[src/rtl/lcd_pkg.sv]
// Shared geometry, control codes and FSM state types for the LCD text buffer.
package lcd_pkg;

    localparam int unsigned LINE_WIDTH = 16;
    localparam int unsigned LINES      = 4;
    localparam int unsigned MEM_DEPTH  = LINE_WIDTH * LINES;
    localparam int unsigned ADDR_BITS  = $clog2(MEM_DEPTH);
    localparam int unsigned DATA_BITS  = 8;

    localparam logic [7:0] CC_BS = 8'h08;
    localparam logic [7:0] CC_LF = 8'h0A;
    localparam logic [7:0] CC_FF = 8'h0C;
    localparam logic [7:0] CC_CR = 8'h0D;

    typedef enum logic {
        M_CLEAR,
        M_IDLE
    } main_state_t;

    typedef enum logic [1:0] {
        T_ARMED,
        T_WAIT_HI,
        T_WAIT_LO
    } trg_state_t;

    // CGRAM slots 0x00-0x07 and everything from space upward are stored as characters
    function automatic logic is_printable(input logic [7:0] b);
        return (b <= 8'h07) || (b >= 8'h20);
    endfunction

endpackage

[src/rtl/lcd_text_buffer_if.sv]
// Byte stream handshake feeding the text buffer.
interface lcd_text_buffer_if;
    import lcd_pkg::*;

    logic [DATA_BITS-1:0] in_data;
    logic                 in_valid;
    logic                 in_ready;

    modport master (output in_data, output in_valid, input  in_ready);
    modport slave  (input  in_data, input  in_valid, output in_ready);

endinterface

[src/rtl/lcd_char_ram.sv]
// Character store: one synchronous write port, one registered read-before-write port.
module lcd_char_ram #(
    parameter int unsigned DEPTH     = 64,
    parameter int unsigned ADDR_BITS = 6,
    parameter int unsigned DATA_BITS = 8
) (
    input  logic                 clk,
    input  logic                 rst,
    input  logic                 i_we,
    input  logic [ADDR_BITS-1:0] i_waddr,
    input  logic [DATA_BITS-1:0] i_wdata,
    input  logic [ADDR_BITS-1:0] i_raddr,
    output logic [DATA_BITS-1:0] o_rdata
);

    logic [DATA_BITS-1:0] r_mem [DEPTH];
    logic [DATA_BITS-1:0] r_rdata;

    always_ff @(posedge clk) begin
        if (i_we) r_mem[i_waddr] <= i_wdata;
    end

    always_ff @(posedge clk or negedge rst) begin
        if (!rst) r_rdata <= '0;
        else      r_rdata <= r_mem[i_raddr];
    end

    assign o_rdata = r_rdata;

endmodule

[src/rtl/lcd_text_buffer.sv]
// Text frame buffer ahead of the HD44780 driver: decodes the byte stream into a
// cursor-addressed character store and schedules refresh triggers.
module lcd_text_buffer #(
    parameter int unsigned LINE_WIDTH   = lcd_pkg::LINE_WIDTH,
    parameter int unsigned LINES        = lcd_pkg::LINES,
    parameter logic [7:0]  FILL_CHAR    = 8'h20,
    parameter bit          AUTO_REFRESH = 1'b1,
    localparam int unsigned MEM_DEPTH   = LINE_WIDTH * LINES,
    localparam int unsigned ADDR_BITS   = $clog2(MEM_DEPTH)
) (
    input  logic                 clk,
    input  logic                 rst,
    lcd_text_buffer_if.slave     in_if,
    input  logic                 refresh_req,
    input  logic [ADDR_BITS-1:0] rd_addr,
    output logic [7:0]           rd_data,
    input  logic                 lcd_busy,
    output logic                 lcd_trg,
    output logic [ADDR_BITS-1:0] cursor,
    output logic                 dirty
);
    import lcd_pkg::*;

    localparam int unsigned COL_BITS  = $clog2(LINE_WIDTH);
    localparam int unsigned LINE_BITS = $clog2(LINES);

    main_state_t r_state, w_state_next;
    trg_state_t  r_trg_state, w_trg_next;

    logic                 r_in_ready;
    logic [ADDR_BITS-1:0] r_cursor, w_cursor_next;
    logic [ADDR_BITS-1:0] r_clear_addr;
    logic                 r_dirty;
    logic                 r_lcd_trg;
    logic                 r_refresh_latched;

    logic                 w_accept;
    logic                 w_clear_done;
    logic                 w_we;
    logic [ADDR_BITS-1:0] w_waddr;
    logic [7:0]           w_wdata;
    logic                 w_set_dirty;
    logic                 w_fire;
    logic [LINE_BITS-1:0] w_line;

    assign w_line       = r_cursor[ADDR_BITS-1 -: LINE_BITS];
    assign w_accept     = in_if.in_valid & r_in_ready;
    assign w_clear_done = (r_state == M_CLEAR) && (r_clear_addr == ADDR_BITS'(MEM_DEPTH - 1));

    // Main FSM state register; in_ready mirrors the upcoming state
    always_ff @(posedge clk or negedge rst) begin
        if (!rst) begin
            r_state    <= M_CLEAR;
            r_in_ready <= 1'b0;
        end else begin
            r_state    <= w_state_next;
            r_in_ready <= (w_state_next == M_IDLE);
        end
    end

    // Main FSM next state, control-code decode and write strobe
    always_comb begin
        w_state_next  = r_state;
        w_cursor_next = r_cursor;
        w_we          = 1'b0;
        w_waddr       = r_cursor;
        w_wdata       = in_if.in_data;
        w_set_dirty   = 1'b0;
        case (r_state)
            M_CLEAR: begin
                w_we    = 1'b1;
                w_waddr = r_clear_addr;
                w_wdata = FILL_CHAR;
                if (w_clear_done) begin
                    w_state_next  = M_IDLE;
                    w_cursor_next = '0;
                    w_set_dirty   = 1'b1;
                end
            end
            M_IDLE: begin
                if (w_accept) begin
                    case (in_if.in_data)
                        CC_FF: w_state_next  = M_CLEAR;
                        CC_CR: w_cursor_next = {w_line, COL_BITS'(0)};
                        CC_LF: w_cursor_next = {LINE_BITS'(w_line + LINE_BITS'(1)), COL_BITS'(0)};
                        CC_BS: w_cursor_next = r_cursor - ADDR_BITS'(1);
                        default: begin
                            if (is_printable(in_if.in_data)) begin
                                w_we          = 1'b1;
                                w_cursor_next = r_cursor + ADDR_BITS'(1);
                                w_set_dirty   = 1'b1;
                            end
                        end
                    endcase
                end
            end
            default: w_state_next = M_CLEAR;
        endcase
    end

    // Trigger FSM state register
    always_ff @(posedge clk or negedge rst) begin
        if (!rst) r_trg_state <= T_ARMED;
        else      r_trg_state <= w_trg_next;
    end

    // Trigger FSM: fire once, then follow the driver's busy high/low cycle
    always_comb begin
        w_trg_next = r_trg_state;
        w_fire     = 1'b0;
        case (r_trg_state)
            T_ARMED: begin
                if (((AUTO_REFRESH && r_dirty) || r_refresh_latched || refresh_req)
                    && !lcd_busy && (r_state == M_IDLE)) begin
                    w_fire     = 1'b1;
                    w_trg_next = T_WAIT_HI;
                end
            end
            T_WAIT_HI: if (lcd_busy)  w_trg_next = T_WAIT_LO;
            T_WAIT_LO: if (!lcd_busy) w_trg_next = T_ARMED;
            default:   w_trg_next = T_ARMED;
        endcase
    end

    // Cursor, clear counter, dirty flag (set beats clear) and refresh latch
    always_ff @(posedge clk or negedge rst) begin
        if (!rst) begin
            r_cursor          <= '0;
            r_clear_addr      <= '0;
            r_dirty           <= 1'b0;
            r_refresh_latched <= 1'b0;
            r_lcd_trg         <= 1'b0;
        end else begin
            r_cursor          <= w_cursor_next;
            r_clear_addr      <= (r_state == M_CLEAR) ? r_clear_addr + ADDR_BITS'(1) : '0;
            r_dirty           <= w_set_dirty | (r_dirty & ~w_fire);
            r_refresh_latched <= ~w_fire & (r_refresh_latched | refresh_req);
            r_lcd_trg         <= w_fire;
        end
    end

    lcd_char_ram #(
        .DEPTH     (MEM_DEPTH),
        .ADDR_BITS (ADDR_BITS),
        .DATA_BITS (8)
    ) u_ram (
        .clk     (clk),
        .rst     (rst),
        .i_we    (w_we),
        .i_waddr (w_waddr),
        .i_wdata (w_wdata),
        .i_raddr (rd_addr),
        .o_rdata (rd_data)
    );

    assign in_if.in_ready = r_in_ready;
    assign lcd_trg        = r_lcd_trg;
    assign cursor         = r_cursor;
    assign dirty          = r_dirty;

endmodule

[src/flat_wrapper.sv]
// flat-port wrapper written by rule: the top's interface ports become plain ports
module lcd_text_buffer_flat import lcd_pkg::*;
#(
    parameter int unsigned LINE_WIDTH   = lcd_pkg::LINE_WIDTH,
    parameter int unsigned LINES        = lcd_pkg::LINES,
    parameter logic [7:0]  FILL_CHAR    = 8'h20,
    parameter bit          AUTO_REFRESH = 1'b1,
    localparam int unsigned MEM_DEPTH   = LINE_WIDTH * LINES,
    localparam int unsigned ADDR_BITS   = $clog2(MEM_DEPTH)
)
  (clk, rst, refresh_req, rd_addr, rd_data, lcd_busy, lcd_trg, cursor, dirty, in_if_in_data, in_if_in_valid, in_if_in_ready);
  lcd_text_buffer_if in_if_i ();
  input  logic clk;
  input  logic rst;
  input  logic refresh_req;
  input  logic [ADDR_BITS-1:0] rd_addr;
  output logic [7:0] rd_data;
  input  logic lcd_busy;
  output logic lcd_trg;
  output logic [ADDR_BITS-1:0] cursor;
  output logic dirty;
  input wire logic [$bits(in_if_i.in_data)-1:0] in_if_in_data;
  input wire logic [$bits(in_if_i.in_valid)-1:0] in_if_in_valid;
  output wire logic [$bits(in_if_i.in_ready)-1:0] in_if_in_ready;
  assign in_if_i.in_data = in_if_in_data;
  assign in_if_i.in_valid = in_if_in_valid;
  assign in_if_in_ready = in_if_i.in_ready;
  lcd_text_buffer #(.LINE_WIDTH(LINE_WIDTH), .LINES(LINES), .FILL_CHAR(FILL_CHAR), .AUTO_REFRESH(AUTO_REFRESH)) u_core (.clk(clk), .rst(rst), .in_if(in_if_i), .refresh_req(refresh_req), .rd_addr(rd_addr), .rd_data(rd_data), .lcd_busy(lcd_busy), .lcd_trg(lcd_trg), .cursor(cursor), .dirty(dirty));
endmodule
[config.mk]
export PLATFORM = sky130hd
export DESIGN_NAME = lcd_text_buffer_flat
export DESIGN_NICKNAME = d
export VERILOG_FILES = /design/src/rtl/lcd_pkg.sv /design/src/rtl/lcd_text_buffer_if.sv /design/src/rtl/lcd_char_ram.sv /design/src/rtl/lcd_text_buffer.sv /design/src/flat_wrapper.sv
export SDC_FILE = /design/constraint.sdc
export NUM_CORES = 1
export LEC_CHECK = 0
export ABC_AREA = 1
export CORE_AREA = 2 2 388 198
export CTS_CLUSTER_DIAMETER = 30
export DETAILED_ROUTE_END_ITERATION = 10
export DIE_AREA = 0 0 390 200
export PLACE_DENSITY = 0.53
export SYNTH_ARGS = -nofsm -noshare
export SYNTH_HDL_FRONTEND = slang
export SYNTH_SLANG_ARGS = --single-unit
[constraint.sdc]
create_clock -name clk -period 2.6 [get_ports clk]
set_input_delay 0.52 -clock clk [delete_from_list [all_inputs] [get_ports clk]]
set_output_delay 0.52 -clock clk [all_outputs]
set_load 0.01 [all_outputs]
==> results.md, run 1 <==
* Largest family of logic cells by synthesized area: simple AND/OR/NAND/NOR gates
* Post-Syn Area at 0.02215 mm^2
* Input/output buffers at 35
* Number of core rows at 71
* Hold Path Class: input port to asynchronous set/reset pin
* Result of the run: finished, final reports clean
* Area delta synth->final at 22.04%
* Total grt overflow at 0
* Max cap viols at 0
* # hold bufs at CTS at 0
* Fraction of layout cells with a size suffix above 1 at 0.1390
* Min cycle time layout at between 2000 and 3000 ps
* Post-CTS resize count at 0
* Placed Instances at ~2,900
* P_leak at roughly 9.5 nW
* Clock sinks at between 500 and 600
* Antenna cells at 0
* CTS root buf: clkbuf_16
* Post-Synth XOR/XNOR Area at 0.0007907
* Num ports at 36
* First-pass GRT wire length at slightly above 100,000 um
* RR Startpoint: u_core.r_state
* Post-synthesis cell count at approximately 1,900
* Critical Path, Cell by Cell: buf_12 -> clkdlybuf4s50_1
* Synth top cells by count: edfxtp_1 (512), nor2_1 (346), nand2_1 (329), o21ai_0 (205), o22ai_1 (128)
* Drt initial violations at 2,731
* Die Y at around 200 um
* Final setup vio count at 0
* # DRC at 0
* Worst path max stage delay at slightly above 600 ps
* Count leader, synth: edfxtp_1
* RSZ-0062 raised after global routing: no
* YS warnings at 0
* Gpl congestion at between 0.9 and 1
* Register area share after synthesis at 0.7234
* Routed WL at 69,860 um
* Pwr/cell area at roughly 840 mW/mm^2
* Fmax at approximately 400 MHz
* Util after Layout at 0.3632
* Area share of and/or/nand/nor cells after synthesis at 0.1346
* Sw power at around 6.1 mW
* Max IR drop VDD at between 0.3 and 0.4 mV
* Power share of the combinational group at 0.118
* Synth Area in Adders at 0.001130
* Buf+Inv Stages, Crit Path at 2
* Crit path from: u_core.r_state
* Slowest CP cell: dfrtp_1
* Critical Path RT at 2080 ps
* Via density at around 5.2
* Ys async rst share at 0.04833
* Syn nets at 1,906
* Top Family by Delay on Critical Path: buffers and inverters
* Critical-path maximum fanout at 17
* Die ar. at roughly 0.078 mm^2
* Post-synth cell types at 31
* Clock slew at reported path FFs at ~60 ps
* Final hold vios at 0
* Sw Ratio at 0.2675
* Post-synthesis mux area share at 0
* Worst-skew pair later-pin latency at around 630 ps
* Wire per inst at roughly 23 um
* Post-synth EDFFs at just over 500
* Seq cells post-synth at around 540
* Initial antenna violation count at 2
* Clock share of power at 0.443
* Avg Synthesized Cell Area at approximately 12 um^2
* Worst Path Arrival at between 1500 and 2000 ps
* Max Slew Vio Count at 0
* Fin cells at just over 3,000
* Starting Density at 0.2976
* Synth area leader: edfxtp_1
* H-tree levels at 3
* Largest cells by area after synthesis: edfxtp_1 (69%), nor2_1 (5.9%), nand2_1 (5.6%), o21ai_0 (4.6%), o22ai_1 (3.6%)
* Ratio of final minimum period to clock period at 0.9629
* Setup crit end kind: output pin
* Final #Nets at between 2,000 and 2,500
* Vias in the first global route at 14,890
* Core ar. at about 0.074 mm^2
* Most frequently used flop master after synthesis: edfxtp_1
* TritonRoute pass-1 iters at 8
* Worst Max-Slew Pin Slew at between 800 and 900 ps
* CTS tree: built
* CTS Buf Count at 73
* Sequential power share at 0.439
* GRT Total Usage at 0.1791
* P_int at roughly 17 mW
* Bufs on Longest Clock Path at 3
* CP Class: flip-flop to output pin
* Post-CTS Setup Repair Bufs at 0
* Largest net degree at the start of global routing at 88
* Area fraction of the dominant cell type after synthesis at 0.6940
* Synth Area in Compound Gates at 0.1013
* Antenna Nets Post-Route at 0
* Final Skew at 26.33 ps
* Routed vias at between 15,000 and 20,000
* DP HPWL at approximately 45,000 um
* Type of origin of the critical path: flip-flop
* Die Wd at 390 um
* Slew Limit Headroom at 0.4377
[state kept, by name, indices dropped and copies added (netlist names)]
signal,count
u_core.cursor,6
u_core.dirty,1
u_core.lcd_trg,1
u_core.r_clear_addr,6
u_core.r_refresh_latched,1
u_core.r_state,1
u_core.r_trg_state,2
u_core.u_ram.o_rdata,8
u_core.u_ram.r_mem,512
[cells by family after synthesis]
logic type	after synthesis
and+or+nand+nor	760
DFF	538
AOI/OAI and AO/OA	415
buffers and inverters	168
xor gates and xnor gates	2
adders and majority gates	2
[power groups by stage]
stage	Clock (mW)	Combinational (mW)	Sequential, mW
floorplan	0	1.22	10.2
global placement	0	2.62	10.2
detailed placement	0	2.61	10.2
CTS	10.2	2.62	10.0
global route	10.7	2.87	10.0
finish	10.1	2.69	10.0
[cells in the final DEF, fill, tap and decap left out, types with 2 or more instances in the layout]
| cell | netlist | routed |
|---|---|---|
| nand3_1 | 67 | 67 |
| dfrtp_1 | 26 | 26 |
| nand3b_1 | 2 | 2 |
| buf_12 | 0 | 27 |
| nor2_1 | 346 | 346 |
| clkbuf_16 | 0 | 75 |
| nor3_1 | 6 | 6 |
| clkinv_4 | 0 | 4 |
| clkbuf_1 | 46 | 7 |
| inv_1 | 54 | 46 |
| clkinvlp_4 | 0 | 6 |
| clkinv_8 | 0 | 2 |
| o21ai_0 | 205 | 205 |
| clkinv_2 | 0 | 8 |
| inv_8 | 0 | 9 |
| xor2_1 | 2 | 2 |
| nor4_1 | 2 | 2 |
| inv_6 | 0 | 10 |
| buf_4 | 6 | 128 |
| nand2_2 | 1 | 2 |
| nand4_1 | 4 | 4 |
| a21oi_1 | 11 | 11 |
| ha_1 | 2 | 2 |
| nand2_1 | 329 | 328 |
| edfxtp_1 | 512 | 512 |
| clkdlybuf4s50_1 | 0 | 32 |
| o22ai_1 | 128 | 128 |
| inv_2 | 2 | 9 |
| bufinv_16 | 0 | 6 |
| clkinv_1 | 0 | 5 |
| o21ai_1 | 69 | 69 |
[per-layer routing]
metal,vias to the layer above,routed length (um),global-route usage
li1,7054,-,-
met1,7793,33410,0.2852
met2,1045,25290,0.2181
met3,82,10130,0.07191
met4,2,909,0.03561
met5,-,123,0.01152
[per-stage QoR]
| stage | setup WS [ps] | cell area [um^2] | TNS, ps | hold WS, ps | power, mW |
|---|---|---|---|---|---|
| after global routing | 24.98 | 27040 | 0 | 291.3 | 23.56 |
| after global placement | -183.8 | 24590 | -13840 | 469.3 | 12.81 |
| final | 96.52 | 27040 | 0 | 283.5 | 22.79 |
| after detailed placement | -185.8 | 24590 | -12700 | 482.4 | 12.80 |
| after CTS | 93.07 | 27040 | 0 | 266.3 | 22.88 |
| after floorplan | 216.4 | 22150 | 0 | 224.4 | 11.37 |
[final timing paths]
check,endpoint,slack (ps),cells after the start
worst max register to register,u_core.u_ram.r_mem[33][4],140,9
min in group clk,u_core.r_trg_state[1],490,1
worst max-delay path,in_if_in_ready,100,2
max in group asynchronous,u_core.r_refresh_latched,2000,2
worst min register to register,u_core.r_trg_state[1],490,1
worst min-delay path,u_core.r_clear_addr[0],280,2
[final cells by class]
type | instances | area, um^2
fillers | 7173 | 47410
well taps | 985 | 1232
flip-flops and latches | 538 | 16030
clock inverters | 49 | 546.8
multi-input cells | 1179 | 5271
clock buffers | 82 | 1903
repair buffers | 189 | 1838
inverters | 57 | 220.2
No activity file was read; power rests on OpenSTA's default activity.
==> inputs of run 2 (changes only) <==
--- a/config.mk
+++ b/config.mk
@@ -6,6 +6,7 @@
 export NUM_CORES = 1
 export LEC_CHECK = 0
 export ABC_AREA = 1
+export CAP_MARGIN = 0
 export CORE_AREA = 2 2 388 198
 export CTS_CLUSTER_DIAMETER = 30
 export DETAILED_ROUTE_END_ITERATION = 10
==> results of run 2 <==
Final layout, timing and power as in run 1 (identical DEF).
==> inputs of run 3 (changes only) <==
--- a/config.mk
+++ b/config.mk
@@ -9,6 +9,7 @@
 export CAP_MARGIN = 0
 export CORE_AREA = 2 2 388 198
 export CTS_CLUSTER_DIAMETER = 30
+export CTS_CLUSTER_SIZE = 10
 export DETAILED_ROUTE_END_ITERATION = 10
 export DIE_AREA = 0 0 390 200
 export PLACE_DENSITY = 0.53
==> run 3 against run 2 <==
  * Worst hold slack improved by 22 ps
  * Global-route usage barely moved
  * First-iteration DRC count fell by 2.2%
  * Combinational power barely moved
  * Register-to-register slack improved by 20 ps
  * Critical endpoint unchanged
  * Largest power group unchanged
==> results.md, run 3 (synthesized netlist as in run 1, its figures left out) <==
* Result of the run: finished, final reports clean (unchanged)
* CTS root buf: clkbuf_16 (unchanged)
* Max Slew Vio Count at 0 (unchanged)
* First-pass GRT wire length at 101,400 um (was 101,300 um)
* Worst-skew pair later-pin latency at 630 ps (about the same)
* Number of core rows at 71 (unchanged)
* Final #Nets at 2,064 (was 2,059)
* Initial antenna violation count at 1 (was 2)
* Critical Path RT at 2080 ps (about the same)
* Pwr/cell area at 852.0 mW/mm^2 (was 843.1 mW/mm^2)
* Clock sinks at 538 (unchanged)
* Largest net degree at the start of global routing at 88 (unchanged)
* Vias in the first global route at 15,000 (was 14,890)
* Worst Path Arrival at 1990 ps (was 1980 ps)
* Min cycle time layout at 2508 ps (was 2503 ps)
* Critical-path maximum fanout at 17 (unchanged)
* H-tree levels at 3 (unchanged)
* Slew Limit Headroom at 0.4394 (was 0.4377)
* Placement Setup Slack at -185.8 ps (unchanged)
* Hold Path Class: input port to asynchronous set/reset pin (unchanged)
* Die Y at 200 um (unchanged)
* Post-CTS resize count at 0 (unchanged)
* Post-CTS Setup Repair Bufs at 0 (unchanged)
* GRT Total Usage at 0.1792 (was 0.1791)
* Die ar. at 0.07800 mm^2 (unchanged)
* Routed vias at 16,050 (was 15,980)
* Drt initial violations at 2,672 (was 2,731)
* Total grt overflow at 0 (unchanged)
* Placed inst area at 0.02459 mm^2 (unchanged)
* Type of origin of the critical path: flip-flop (unchanged)
* Fmax at 398.7 MHz (was 399.4 MHz)
* Max IR drop VDD at 0.5159 mV (was 0.3685 mV)
* Reg2Reg Setup Slack at 160 ps (was 140 ps)
* DP HPWL at 45,480 um (unchanged)
* Antenna Nets Post-Route at 0 (unchanged)
* Util after Layout at 0.3644 (was 0.3632)
* CTS Buf Count at 78 (was 73)
* Most frequent cells in the layout: edfxtp_1 (512), nor2_1 (346), nand2_1 (328), o21ai_0 (205) (unchanged)
* Gpl congestion at 0.9290 (unchanged)
* Fin area at 0.02713 mm^2 (was 0.02704 mm^2)
* Starting Density at 0.2976 (unchanged)
* Max cap viols at 0 (unchanged)
* Final setup vio count at 0 (unchanged)
* # DRC at 0 (unchanged)
* Worst Max-Slew Pin Slew at 840.0 ps (was 842.5 ps)
* P_leak at 9.589 nW (was 9.540 nW)
* RSZ-0062 raised after global routing: no (unchanged)
* Path depth of the worst reg2reg path at 10 (was 9)
* Clock slew at reported path FFs at 50 ps (was 60 ps)
* Routed WL at 70,050 um (was 69,860 um)
* # hold bufs at CTS at 0 (unchanged)
* TritonRoute pass-1 iters at 6 (was 8)
* Fraction of layout cells with a size suffix above 1 at 0.1371 (was 0.1390)
* Bufs on Longest Clock Path at 3 (unchanged)
* Ratio of final minimum period to clock period at 0.9648 (was 0.9629)
* Final TNS setup at 0 ps (unchanged)
* CTS tree: built (unchanged)
* FILL cells at 7,157 (was 7,173)
* Most common cell after layout, fill and taps aside: edfxtp_1 (unchanged)
* Fin worst setup slack at 91.59 ps (was 96.52 ps)
* Area delta synth->final at 22.46% (was 22.04%)
* Antenna cells at 0 (unchanged)
* Wire per inst at 22.76 um (was 22.69 um)
* CP Class: flip-flop to output pin (unchanged)
* Most flop-heavy register: u_core.u_ram.r_mem (unchanged)
* Max reg flops at 512 (unchanged)
* Die Wd at 390 um (unchanged)
* Via density at 5.215 (was 5.189)
* Input/output buffers at 35 (unchanged)
* Setup crit end kind: output pin (unchanged)
* Core ar. at 0.07444 mm^2 (unchanged)
* Final hold vios at 0 (unchanged)
* Final Skew at 22.31 ps (was 26.33 ps)
* Num ports at 36 (unchanged)
-- run 3: cell count changes in the layout (fill, tap and decap cells not counted) --
cell	before	now
clkbuf_8	0	3
clkinv_1	5	8
clkbuf_16	75	81
bufinv_16	6	8
inv_6	10	5
inv_16	1	0
clkinvlp_4	6	4
inv_8	9	0
clkinv_2	8	10
-- run 3: area by class of cell --
cell class | count | area, um^2 | share of cell area
Tap cell | 985 | 1232 | 0.04543
Timing Repair Buffer | 189 | 1838 | 0.06775
Inverter | 57 | 220.2 | 0.008117
Clock buffer | 91 | 2095 | 0.07720
Multi-Input combinational cell | 1179 | 5271 | 0.1943
Sequential cell | 538 | 16030 | 0.5907
Clock inverter | 39 | 447.9 | 0.01651
-- run 3: final timing paths --
check	startpoint	to
min reg2reg	u_core.r_trg_state[1]	u_core.r_trg_state[1]
max	u_core.r_state	in_if_in_ready
max in group asynchronous	rst	u_core.u_ram.o_rdata[6]
min in group clk	u_core.r_trg_state[1]	u_core.r_trg_state[1]
max reg2reg	u_core.r_state	u_core.u_ram.r_mem[33][4]
min	rst	u_core.cursor[2]
-- run 3: critical path: stages (launching register included) --
cell	delay, ps
dfrtp_1	630
buf_12	210
clkdlybuf4s50_1	540
-- run 3: per-layer routing --
metal | routed length (um) | track usage | share of wire | vias to the layer above
met5 | 0 | 0 | 0 | -
met4 | 1122 | 0.04362 | 0.016 | 0
met3 | 10170 | 0.06944 | 0.15 | 101
met2 | 25080 | 0.2174 | 0.36 | 1041
met1 | 33680 | 0.2856 | 0.48 | 7854
li1 | - | - | - | 7057
-- run 3: metrics by stage --
| stage | hold slack [ps] | power (mW) | cells |
|---|---|---|---|
| after CTS | 285.4 | 23.21 | 3078 |
| after global routing | 318.4 | 23.86 | 3078 |
| after floorplan | 224.4 | 11.37 | 1885 |
| after global placement | 469.3 | 12.81 | 2948 |
| final | 305.2 | 23.11 | 3078 |
| after detailed placement | 482.4 | 12.80 | 2948 |
-- run 3: power breakdown --
group | internal [mW] | switching [mW]
combinational | 0.827 | 1.86
clock | 6.53 | 3.88
sequential | 9.86 | 0.155
total | 17.2 | 5.90
